File: config.mk
export PLATFORM = sky130hd
export DESIGN_NAME = hazard_ctrl_flat
export DESIGN_NICKNAME = d
export VERILOG_FILES = /design/src/rtl/hazard_ctrl_if.sv /design/src/rtl/hazard_ctrl.sv /design/src/flat_wrapper.sv
export SDC_FILE = /design/constraint.sdc
export NUM_CORES = 1
export LEC_CHECK = 0
export CORE_ASPECT_RATIO = 1.75
export CORE_MARGIN = 2
export CORE_UTILIZATION = 50
export CTS_BUF_LIST = sky130_fd_sc_hd__clkbuf_4
export CTS_CLUSTER_DIAMETER = 40
export DETAILED_ROUTE_END_ITERATION = 8
export HOLD_SLACK_MARGIN = 0.02
export PLACE_DENSITY = 0.89
export SETUP_SLACK_MARGIN = 0.5
export SLEW_MARGIN = 20
export SYNTH_ARGS = -nofsm -noshare
export SYNTH_HDL_FRONTEND = slang
export SYNTH_SLANG_ARGS = --single-unit
File: constraint.sdc
create_clock -name clk -period 3.76 [get_ports clk]
set_clock_uncertainty 0.2 [all_clocks]
set_input_delay 0.564 -clock clk [delete_from_list [all_inputs] [get_ports clk]]
set_output_delay 0.564 -clock clk [all_outputs]
set_load 0.02 [all_outputs]
File: src/rtl/hazard_ctrl_if.sv
// Hazard controller bundle: decode sources, stage writers and halt request in,
// forwarding selects, pipeline holds, squash, state and event counters out.
interface hazard_ctrl_if #(
   parameter int unsigned CNT_W = 16
);
   logic [4:0]       Rs_D;
   logic [4:0]       Rt_D;
   logic             UseRs_D;
   logic             UseRt_D;
   logic             take_D;
   logic             RegWr_EX;
   logic             MemRd_EX;
   logic [4:0]       Rd_EX;
   logic             RegWr_MEM;
   logic [4:0]       Rd_MEM;
   logic             RegWr_WB;
   logic [4:0]       Rd_WB;
   logic             halt_req;
   logic [1:0]       fwdA;
   logic [1:0]       fwdB;
   logic             stall;
   logic             disable_IR;
   logic             disable_PC;
   logic             kill;
   logic [1:0]       state;
   logic [CNT_W-1:0] stall_cnt;
   logic [CNT_W-1:0] kill_cnt;

   modport master (
      output Rs_D, Rt_D, UseRs_D, UseRt_D, take_D, RegWr_EX, MemRd_EX, Rd_EX,
             RegWr_MEM, Rd_MEM, RegWr_WB, Rd_WB, halt_req,
      input  fwdA, fwdB, stall, disable_IR, disable_PC, kill, state, stall_cnt, kill_cnt
   );

   modport slave (
      input  Rs_D, Rt_D, UseRs_D, UseRt_D, take_D, RegWr_EX, MemRd_EX, Rd_EX,
             RegWr_MEM, Rd_MEM, RegWr_WB, Rd_WB, halt_req,
      output fwdA, fwdB, stall, disable_IR, disable_PC, kill, state, stall_cnt, kill_cnt
   );
endinterface

File: src/rtl/hazard_ctrl.sv
// Pipeline hazard controller: operand forwarding, load-use bubble, multi-slot branch
// squash, external halt sequencing and saturating stall/kill event counters.
module hazard_ctrl #(
   parameter int unsigned KILL_SLOTS = 1,
   parameter int unsigned CNT_W      = 16
) (
   input logic          clk,
   input logic          reset,
   hazard_ctrl_if.slave bus
);

   typedef enum logic [1:0] {
      StRun  = 2'd0,
      StKill = 2'd1,
      StHalt = 2'd2
   } state_e;

   localparam logic [2:0] KReload = 3'(KILL_SLOTS - 1);

   state_e           r_state, w_state_d;
   logic [2:0]       r_kcnt, w_kcnt_d;
   logic [CNT_W-1:0] r_stall_cnt, r_kill_cnt;

   logic w_ex_a, w_mem_a, w_wb_a, w_ex_b, w_mem_b, w_wb_b;
   logic w_lu, w_halt, w_br, w_hold, w_kill;

   // Register 0 never matches, so all-zero NOPs create no hazards.
   function automatic logic match(input logic use_src, input logic [4:0] src,
                                  input logic wr, input logic [4:0] dst);
      return use_src & wr & (src == dst) & (src != 5'd0);
   endfunction

   function automatic logic [1:0] fwd_sel(input logic ex, input logic ex_load,
                                          input logic mem, input logic wb);
      if (ex && !ex_load) return 2'd1;
      if (mem)            return 2'd2;
      if (wb)             return 2'd3;
      return 2'd0;
   endfunction

   assign w_ex_a  = match(bus.UseRs_D, bus.Rs_D, bus.RegWr_EX, bus.Rd_EX);
   assign w_mem_a = match(bus.UseRs_D, bus.Rs_D, bus.RegWr_MEM, bus.Rd_MEM);
   assign w_wb_a  = match(bus.UseRs_D, bus.Rs_D, bus.RegWr_WB, bus.Rd_WB);
   assign w_ex_b  = match(bus.UseRt_D, bus.Rt_D, bus.RegWr_EX, bus.Rd_EX);
   assign w_mem_b = match(bus.UseRt_D, bus.Rt_D, bus.RegWr_MEM, bus.Rd_MEM);
   assign w_wb_b  = match(bus.UseRt_D, bus.Rt_D, bus.RegWr_WB, bus.Rd_WB);

   assign w_lu   = (w_ex_a | w_ex_b) & bus.MemRd_EX;
   assign w_halt = (r_state == StHalt);
   assign w_hold = w_lu | w_halt;
   // A stalled decode slot is not a valid instruction, so its take_D is ignored.
   assign w_br   = bus.take_D & ~w_lu & ~w_halt;
   assign w_kill = w_br | (r_state == StKill);

   assign bus.fwdA       = fwd_sel(w_ex_a, bus.MemRd_EX, w_mem_a, w_wb_a);
   assign bus.fwdB       = fwd_sel(w_ex_b, bus.MemRd_EX, w_mem_b, w_wb_b);
   assign bus.stall      = w_hold;
   assign bus.disable_IR = w_hold;
   assign bus.disable_PC = w_hold;
   assign bus.kill       = w_kill;
   assign bus.state      = r_state;
   assign bus.stall_cnt  = r_stall_cnt;
   assign bus.kill_cnt   = r_kill_cnt;

   always_comb begin
      w_state_d = r_state;
      w_kcnt_d  = r_kcnt;
      unique case (r_state)
         StRun: begin
            if (w_br && (KILL_SLOTS > 1)) begin
               w_state_d = StKill;
               w_kcnt_d  = KReload;
            end else if (bus.halt_req && !w_br) begin
               w_state_d = StHalt;
            end
         end
         StKill: begin
            if (w_br) begin
               w_kcnt_d = KReload;
            end else begin
               w_kcnt_d = r_kcnt - 3'd1;
               if (r_kcnt == 3'd1) w_state_d = StRun;
            end
         end
         StHalt: begin
            if (!bus.halt_req) w_state_d = StRun;
         end
         default: w_state_d = StRun;
      endcase
   end

   always_ff @(posedge clk or posedge reset) begin
      if (reset) begin
         r_state     <= StRun;
         r_kcnt      <= 3'd0;
         r_stall_cnt <= '0;
         r_kill_cnt  <= '0;
      end else begin
         r_state <= w_state_d;
         r_kcnt  <= w_kcnt_d;
         if (w_hold && (r_stall_cnt != '1)) r_stall_cnt <= r_stall_cnt + CNT_W'(1);
         if (w_kill && (r_kill_cnt != '1))  r_kill_cnt  <= r_kill_cnt + CNT_W'(1);
      end
   end

endmodule

File: src/flat_wrapper.sv
// flat-port wrapper written by rule: the top's interface ports become plain ports
module hazard_ctrl_flat 
#(
   parameter int unsigned KILL_SLOTS = 1,
   parameter int unsigned CNT_W      = 16
)
  (clk, reset, bus_Rs_D, bus_Rt_D, bus_UseRs_D, bus_UseRt_D, bus_take_D, bus_RegWr_EX, bus_MemRd_EX, bus_Rd_EX, bus_RegWr_MEM, bus_Rd_MEM, bus_RegWr_WB, bus_Rd_WB, bus_halt_req, bus_fwdA, bus_fwdB, bus_stall, bus_disable_IR, bus_disable_PC, bus_kill, bus_state, bus_stall_cnt, bus_kill_cnt);
  hazard_ctrl_if #(.CNT_W(CNT_W)) bus_i ();
  input logic clk;
  input logic reset;
  input wire logic [$bits(bus_i.Rs_D)-1:0] bus_Rs_D;
  input wire logic [$bits(bus_i.Rt_D)-1:0] bus_Rt_D;
  input wire logic [$bits(bus_i.UseRs_D)-1:0] bus_UseRs_D;
  input wire logic [$bits(bus_i.UseRt_D)-1:0] bus_UseRt_D;
  input wire logic [$bits(bus_i.take_D)-1:0] bus_take_D;
  input wire logic [$bits(bus_i.RegWr_EX)-1:0] bus_RegWr_EX;
  input wire logic [$bits(bus_i.MemRd_EX)-1:0] bus_MemRd_EX;
  input wire logic [$bits(bus_i.Rd_EX)-1:0] bus_Rd_EX;
  input wire logic [$bits(bus_i.RegWr_MEM)-1:0] bus_RegWr_MEM;
  input wire logic [$bits(bus_i.Rd_MEM)-1:0] bus_Rd_MEM;
  input wire logic [$bits(bus_i.RegWr_WB)-1:0] bus_RegWr_WB;
  input wire logic [$bits(bus_i.Rd_WB)-1:0] bus_Rd_WB;
  input wire logic [$bits(bus_i.halt_req)-1:0] bus_halt_req;
  output wire logic [$bits(bus_i.fwdA)-1:0] bus_fwdA;
  output wire logic [$bits(bus_i.fwdB)-1:0] bus_fwdB;
  output wire logic [$bits(bus_i.stall)-1:0] bus_stall;
  output wire logic [$bits(bus_i.disable_IR)-1:0] bus_disable_IR;
  output wire logic [$bits(bus_i.disable_PC)-1:0] bus_disable_PC;
  output wire logic [$bits(bus_i.kill)-1:0] bus_kill;
  output wire logic [$bits(bus_i.state)-1:0] bus_state;
  output wire logic [$bits(bus_i.stall_cnt)-1:0] bus_stall_cnt;
  output wire logic [$bits(bus_i.kill_cnt)-1:0] bus_kill_cnt;
  assign bus_i.Rs_D = bus_Rs_D;
  assign bus_i.Rt_D = bus_Rt_D;
  assign bus_i.UseRs_D = bus_UseRs_D;
  assign bus_i.UseRt_D = bus_UseRt_D;
  assign bus_i.take_D = bus_take_D;
  assign bus_i.RegWr_EX = bus_RegWr_EX;
  assign bus_i.MemRd_EX = bus_MemRd_EX;
  assign bus_i.Rd_EX = bus_Rd_EX;
  assign bus_i.RegWr_MEM = bus_RegWr_MEM;
  assign bus_i.Rd_MEM = bus_Rd_MEM;
  assign bus_i.RegWr_WB = bus_RegWr_WB;
  assign bus_i.Rd_WB = bus_Rd_WB;
  assign bus_i.halt_req = bus_halt_req;
  assign bus_fwdA = bus_i.fwdA;
  assign bus_fwdB = bus_i.fwdB;
  assign bus_stall = bus_i.stall;
  assign bus_disable_IR = bus_i.disable_IR;
  assign bus_disable_PC = bus_i.disable_PC;
  assign bus_kill = bus_i.kill;
  assign bus_state = bus_i.state;
  assign bus_stall_cnt = bus_i.stall_cnt;
  assign bus_kill_cnt = bus_i.kill_cnt;
  hazard_ctrl #(.KILL_SLOTS(KILL_SLOTS), .CNT_W(CNT_W)) u_core (.clk(clk), .reset(reset), .bus(bus_i));
endmodule
==> results by group, run 1 <==
Floorplan
  • Initial Util: 0.514
  • Die width: 53.1 um
  • Die area: 4780 um^2
  • Die Y: ~90 um
  • Core area: slightly above 4000 um^2
  • FP Rows: 31
  • # IOs: 77

Critical path
  • CP top delay family: buffers and inverters
  • Most frequent CP cell: buf_4
  • CP Max Fanout: 4
  • Max stage delay on crit path: approximately 550 ps
  • Crit end category: output pin
  • Critical-path top delay cell: or4_4
  • CP required: 3000 ps
  • Critical Path Source Type: input pin
  • Crit path DAT: about 2500 ps
  • WP buf/inv: 4
  • CP Cell Sequence: clkdlybuf4s50_1, or4_4, o21ai_4, nand4b_1, buf_4, buf_4, o22a_1, clkbuf_2
  • Crit Path Class: input pin to output pin

GRT
  • Routing usage on met3: 0.0415
  • Busiest grt layer: met2
  • GRT Util Overall: 0.244
  • First-pass GRT wire length: 8.64 mm
  • Initial antenna violation count: 0
  • Vias in the first global route: between 1500 and 2000
  • Largest net degree at the start of global routing: 34
  • GR Layer Usage met1: 0.243
  • Grt total ovfl: 0
  • Met2 Resource Use GR: 0.434

Cells and area
  • # diodes: 0
  • Post-route insts no fill: about 350
  • Fraction of layout cells with a size suffix above 1: 0.154
  • Final net count: 334
  • Area Growth Syn to Fin: 43.2%
  • Most common cell after layout, fill and taps aside: clkdlybuf4s50_1
  • Highest-count cells in the layout ignoring fill and taps: clkdlybuf4s50_1, dfrtp_1, xnor2_1

Placed design
  • Setup Slack @ Placement: between 30 and 40 ps
  • Final HPWL DP: roughly 4.3 mm
  • GPL Wtd Cong: ~0.95
  • Placed cells: 336
  • Buffers added on ports: between 70 and 80

Synth
  • Avg Cell Area, Syn: 10.2 um^2
  • Syn_nets: about 250
  • Synth Flop Type: dfrtp_1
  • Gate Count Post-Synth: about 210
  • Synth top area share: 0.391
  • Synth cell types: 40
  • Post-synthesis sequential area ratio: 0.391
  • YS warnings: 0
  • Top cells by area, synth: dfrtp_1, xnor2_1, xor2_1
  • Async S/R FF share, synth: 1.00
  • Post-Syn Area: 2110 um^2
  • Number of synthesized flops with an enable pin: 0
  • Area leader, netlist: dfrtp_1
  • #FFs+latches synth: 33

Clock tree
  • Clock root cell: clkbuf_4
  • Max Root-Sink Buffers: 2
  • Sink Count: 33
  • CTS tree: built
  • H-Tree Depth: 2
  • Number of CTS-inserted buffers: 5
  • Reg clk slew, reported paths: approximately 100 ps
  • Skew-Pair Late Insertion Delay: roughly 330 ps

Detailed routing
  • Routed wire per std cell: 15.5 um
  • Final ANT Viol Nets: 0
  • 1st-iter DRT viols: 39
  • Via density: about 5.6
  • Total Wirelength: about 5.4 mm
  • Vias: ~1900
  • DRT Pass-1 Iters: 4
  • # DRC: 0

Timing
  • Final setup viols: 0
  • Fmax: between 300 and 400 MHz
  • Final setup margin: ~530 ps
  • Max Slew Vio Count: 0
  • Final hold violations: 0
  • RSZ-0062 raised after global routing: false
  • Worst Tran Pin Value: 530 ps
  • Fin crit period: 3230 ps
  • Worst relative slew slack: 0.645
  • Fin crit share: 0.858
  • Setup TNS Final: 0 ps

Hold path
  • HP Class: flip-flop to flip-flop

Power
  • LEAKAGE: ~1.3 nW
  • Peak supply drop: between 0.0002 and 0.0003 V
  • Power Total: around 1.2 mW
  • Power Dens Cells: 381 nW/um^2

Flow run
  • Max-cap violations: 0

Outcome
  • Run status: completed
[flip-flops by register name (all words and copies together), names as in the netlist]
register              cells
u_core.bus.kill_cnt      16
u_core.bus.stall_cnt     16
u_core.bus.state          1
[where the power goes]
| part | leakage (nW) | switching, mW | internal [mW] |
|---|---|---|---|
| Clock | 0.0354 | 0.118 | 0.0784 |
| Combinational | 0.841 | 0.221 | 0.237 |
| Sequential | 0.423 | 0.0780 | 0.420 |
[cells in the mapped netlist, types with 2 or more instances]
library cell and n:
nor2_1 6, and3_1 6, nand3_1 7, nor2b_1 3, ha_1 2, o2111ai_1 3, xor2_1 27, o32ai_1 2
buf_4 4, nor4b_2 3, nand4b_1 2, buf_6 2, o22a_1 2, inv_1 6, o21ai_1 2, dfrtp_1 33
o21bai_1 2, clkbuf_1 2, nor3_1 6, o211ai_1 8, o21ai_0 2, nand2_1 14, mux2_2 4, xnor2_1 30
nand4_1 4, nor4_1 12
[layout make-up]
cell class / count / area, um^2
clock buffers: 6 / 45.0
clock inverters: 2 / 10.0
fillers: 326 / 1090
flip-flops and latches: 33 / 826
repair buffers: 91 / 852
multi-input cells: 160 / 1210
well taps: 49 / 61.3
inverters: 6 / 22.5
[cells by family after synthesis]
group,synth area share
AO/OA/AOI/OAI,0.0947
XOR/XNOR,0.236
adder cells (fa/ha/maj),0.0118
buffers and inverters,0.0414
flip-flops,0.391
multiplexers,0.0266
other,0.00177
AND/OR/NAND/NOR,0.197
[per-stage QoR]
step / hold WS, ps / util / instance area (um^2)
CTS: 303 / 0.728 / 2990
detailed placement: 289 / 0.719 / 2960
global placement: 282 / 0.719 / 2960
floorplan: 394 / - / 2110
global route: 328 / 0.736 / 3030
finish: 301 / 0.736 / 3030
[metal layers]
metal,wire length [um],vias to the layer above
li1,-,918
met1,1810,915
met2,2930,85
met3,236,24
met4,393,0
met5,0,-
[path summary, 6_finish.rpt]
check | depth (start not counted) | startpoint | end | slack, ps
min in group asynchronous | 3 | reset | u_core.bus.state[1] | 410
min | 1 | u_core.bus.stall_cnt[14] | u_core.bus.stall_cnt[14] | 300
max reg2reg | 6 | u_core.bus.stall_cnt[11] | u_core.bus.stall_cnt[11] | 1540
min reg2reg | 1 | u_core.bus.stall_cnt[14] | u_core.bus.stall_cnt[14] | 300
max in group asynchronous | 3 | reset | u_core.bus.stall_cnt[14] | 2650
max | 8 | bus_Rt_D[1] | bus_fwdB[1] | 530
[timing repair]
action,4_1_cts,5_1_grt
hold buffers,0,0
resized for setup,25,15
endpoints found under the hold margin,0,0
setup endpoints to repair,8,8
buffers inserted,0,3
pin swaps,0,4
gates cloned,0,0
(Power assumes the default switching activity.)
==> inputs of run 2 (changes only) <==
Settings changed: ABC_AREA set to 1, CORE_UTILIZATION 50 to 54, PLACE_DENSITY 0.89 to 0.9.
==> results by group, run 2 <==
Timing
  • Fin crit period: 3090 ps (-139 ps)
  • Fin crit share: 0.821 (-0.0369)
  • Max Slew Vio Count: 0 (unchanged)
  • Final hold violations: 0 (unchanged)
  • Final setup viols: 0 (unchanged)
  • Setup TNS Final: 0 ps (unchanged)
  • Final setup margin: 673 ps (+139 ps)
  • Hold slack: 343 ps (+42.7 ps)
  • Fmax: 324 MHz (+4.5%)
  • RSZ-0062 raised after global routing: true

Detailed routing
  • # DRC: 0 (unchanged)
  • Total Wirelength: 7.81 mm (+45%)
  • Final ANT Viol Nets: 0 (unchanged)
  • DRT Pass-1 Iters: 4 (unchanged)
  • 1st-iter DRT viols: 133 (+240%)
  • Via density: 5.53 (-1.1%)
  • Routed wire per std cell: 14.8 um (-4.4%)
  • Vias: 2922 (+50%)

Placed design
  • Buffers added on ports: 75 (unchanged)
  • DP Area: 3430 um^2 (+16%)
  • GPL Wtd Cong: 0.914 (-3.9%)
  • Final HPWL DP: 6.20 mm (+44%)
  • Setup Slack @ Placement: 282 ps (+246 ps)

Floorplan
  • Die width: 57.3 um (+7.8%)
  • # IOs: 77 (unchanged)
  • Core area: 4890 um^2 (+19%)
  • Die Y: 97.3 um (+8.1%)
  • Initial Util: 0.549 (+0.0351)
  • FP Rows: 34 (+9.7%)
  • Die area: 5580 um^2 (+17%)

Power
  • Clock power frac: 0.177 (+0.006)
  • Power Dens Cells: 312 nW/um^2 (-18%)
  • Net Sw Frac: 0.395 (+0.0325)
  • Comb pwr share: 0.389 (-0.009)
  • Share of power burned in registers: 0.434 (+0.002)
  • Internal: 0.662 mW (-9.9%)
  • Peak supply drop: 0.000276 V (+5.8%)
  • Net switching power: 0.432 mW (+3.4%)
  • LEAKAGE: 1.68 nW (+29%)

Critical path
  • CP required: 3000 ps (about the same)
  • Worst r2r dst: u_core.bus.stall_cnt[2]
  • Worst R2R Start: u_core.bus.stall_cnt[0]
  • Crit path DAT: 2320 ps (-140 ps)
  • Reg2Reg Depth: 10 (+4)
  • CP Launch Point: bus_Rs_D[1]
  • Critical Path Source Type: input pin
  • Crit Path Class: input pin to output pin
  • CP Max Fanout: 18 (+14)
  • Reg-to-reg slack, setup: 1480 ps (-60 ps)
  • Crit end category: output pin

Hold path
  • HP Class: flip-flop to flip-flop
  • Hold Startpoint: u_core.bus.stall_cnt[1]
  • Worst-case hold path end point: u_core.bus.stall_cnt[1]
  • Hold depth: 2 (+1)

Synth
  • Synth Flop Type: dfrtp_1
  • Synth top area share: 0.307 (-0.0834)
  • Count leader, synth: nand2_1
  • Synth cell types: 33 (-18%)
  • Avg Cell Area, Syn: 6.72 um^2 (-34%)
  • Syn_nets: 437 (+78%)
  • Post-Syn Area: 2690 um^2 (+27%)
  • YS warnings: 0 (unchanged)
  • Synth top cells by count: nand2_1, inv_1, dfrtp_1, nand3_1, nor2_1
  • Top cells by area, synth: dfrtp_1, nand2_1, inv_1
  • Gate Count Post-Synth: 400 (+92%)
  • Number of synthesized flops with an enable pin: 0 (unchanged)
  • Async S/R FF share, synth: 1.00 (unchanged)
  • Post-synthesis sequential area ratio: 0.307 (-0.0834)
  • #FFs+latches synth: 33 (unchanged)
  • Area leader, netlist: dfrtp_1

Clock tree
  • Max Root-Sink Buffers: 2 (unchanged)
  • Buffer count from post-CTS setup fixing: 0 (unchanged)
  • H-Tree Depth: 2 (unchanged)
  • Skew-Pair Late Insertion Delay: 340 ps (about the same)
  • Hold Buf Count CTS: 0 (unchanged)
  • Reg clk slew, reported paths: 100 ps (about the same)
  • Number of CTS-inserted buffers: 5 (unchanged)
  • Sink Count: 33 (unchanged)
  • Clock root cell: clkbuf_4
  • CTS tree: built

Cells and area
  • Highest-count cells in the layout ignoring fill and taps: nand2_1, clkdlybuf4s50_1, inv_1
  • Layout filler cell count: 414 (+27%)
  • Fraction of layout cells with a size suffix above 1: 0.0655 (-0.0888)
  • Final net count: 509 (+52%)
  • Area Growth Syn to Fin: 30.4%
  • Most common cell after layout, fill and taps aside: nand2_1
  • Final Cell Area: 3500 um^2 (+16%)

Outcome
  • Run status: completed

Flow run
  • Max-cap violations: 0 (unchanged)

GRT
  • Grt total ovfl: 0 (unchanged)
  • GRT Util Overall: 0.292 (+0.0477)
  • First-pass GRT wire length: 12.6 mm (+46%)
  • Largest net degree at the start of global routing: 34 (unchanged)
  • Vias in the first global route: 2824 (+43%)
  • Initial antenna violation count: 1 (+1)
run 2: power groups by stage:
stage               Clock [mW]  Sequential, mW  Combinational [mW]
floorplan                    0           0.521               0.194
global placement             0           0.480               0.420
detailed placement           0           0.480               0.425
CTS                      0.200           0.475               0.425
global route             0.218           0.486               0.463
finish                   0.193           0.475               0.425
run 2: area by class of cell:
| type | count | area, um^2 | area share |
|---|---|---|---|
| Multi-Input combinational cell | 307 | 1610 | 0.460 |
| Sequential cell | 33 | 826 | 0.236 |
| Timing Repair Buffer | 78 | 763 | 0.218 |
| Inverter | 47 | 176 | 0.0504 |
| Tap cell | 54 | 67.6 | 0.0193 |
| Clock buffer | 5 | 37.5 | 0.0107 |
| Clock inverter | 3 | 17.5 | 0.00500 |
| Antenna cell | 1 | 2.50 | 0.000715 |
run 2: cells by family (layout without fill, tap and decap cells):
logic type / Yosys count / after routing / synth area share
simple gates: 250 / 250 / 0.418
xor+xnor: 29 / 29 / 0.0945
flops: 33 / 33 / 0.307
buf+inv: 60 / 133 / 0.101
compound gates: 25 / 25 / 0.0680
fa+ha+maj: 2 / 2 / 0.00931
other cells: 1 / 2 / 0.00140
run 2: routing by layer:
layer / track usage / part of all wire / up-vias
li1: - / - / 1436
met3: 0.0399 / 0.044 / 22
met1: 0.312 / 0.37 / 1352
met5: 0 / 0 / -
met4: 0.140 / 0.035 / 0
met2: 0.538 / 0.55 / 112
run 2: metrics by stage:
stage | total power, mW | utilization | instances
3_3_place_gp | 0.900 | 0.702 | 519
2_1_floorplan | 0.715 | - | 400
5_1_grt | 1.17 | 0.716 | 528
3_5_place_dp | 0.906 | 0.702 | 519
4_1_cts | 1.10 | 0.713 | 527
6_report | 1.09 | 0.716 | 528
run 2: worst max-delay path by stage:
stage | end | slack, ps | cells after the start
6_report | bus_disable_PC | 670 | 12
4_1_cts | bus_kill | 500 | 11
5_1_grt | bus_stall | 500 | 12
2_1_floorplan | bus_kill | 1250 | 10
3_3_place_gp | bus_kill | 280 | 11
3_5_place_dp | bus_kill | 280 | 11
run 2: worst max-delay path, cell delays in order:
cell and delay [ps]:
clkdlybuf4s50_1 550, inv_1 130, nand2_1 80, nand2_1 50
inv_1 40, nand2_1 40, nor2_1 120, nand2_1 80
nand2_2 110, nand2_4 90, nand2_8 140, clkdlybuf4s15_1 320
run 2: repair_timing:
| item | in CTS | in global routing |
|---|---|---|
| gates cloned | 0 | 0 |
| setup endpoints to repair | 8 | 4 |
| pin swaps | 0 | 0 |
| gates resized for setup | 10 | 7 |
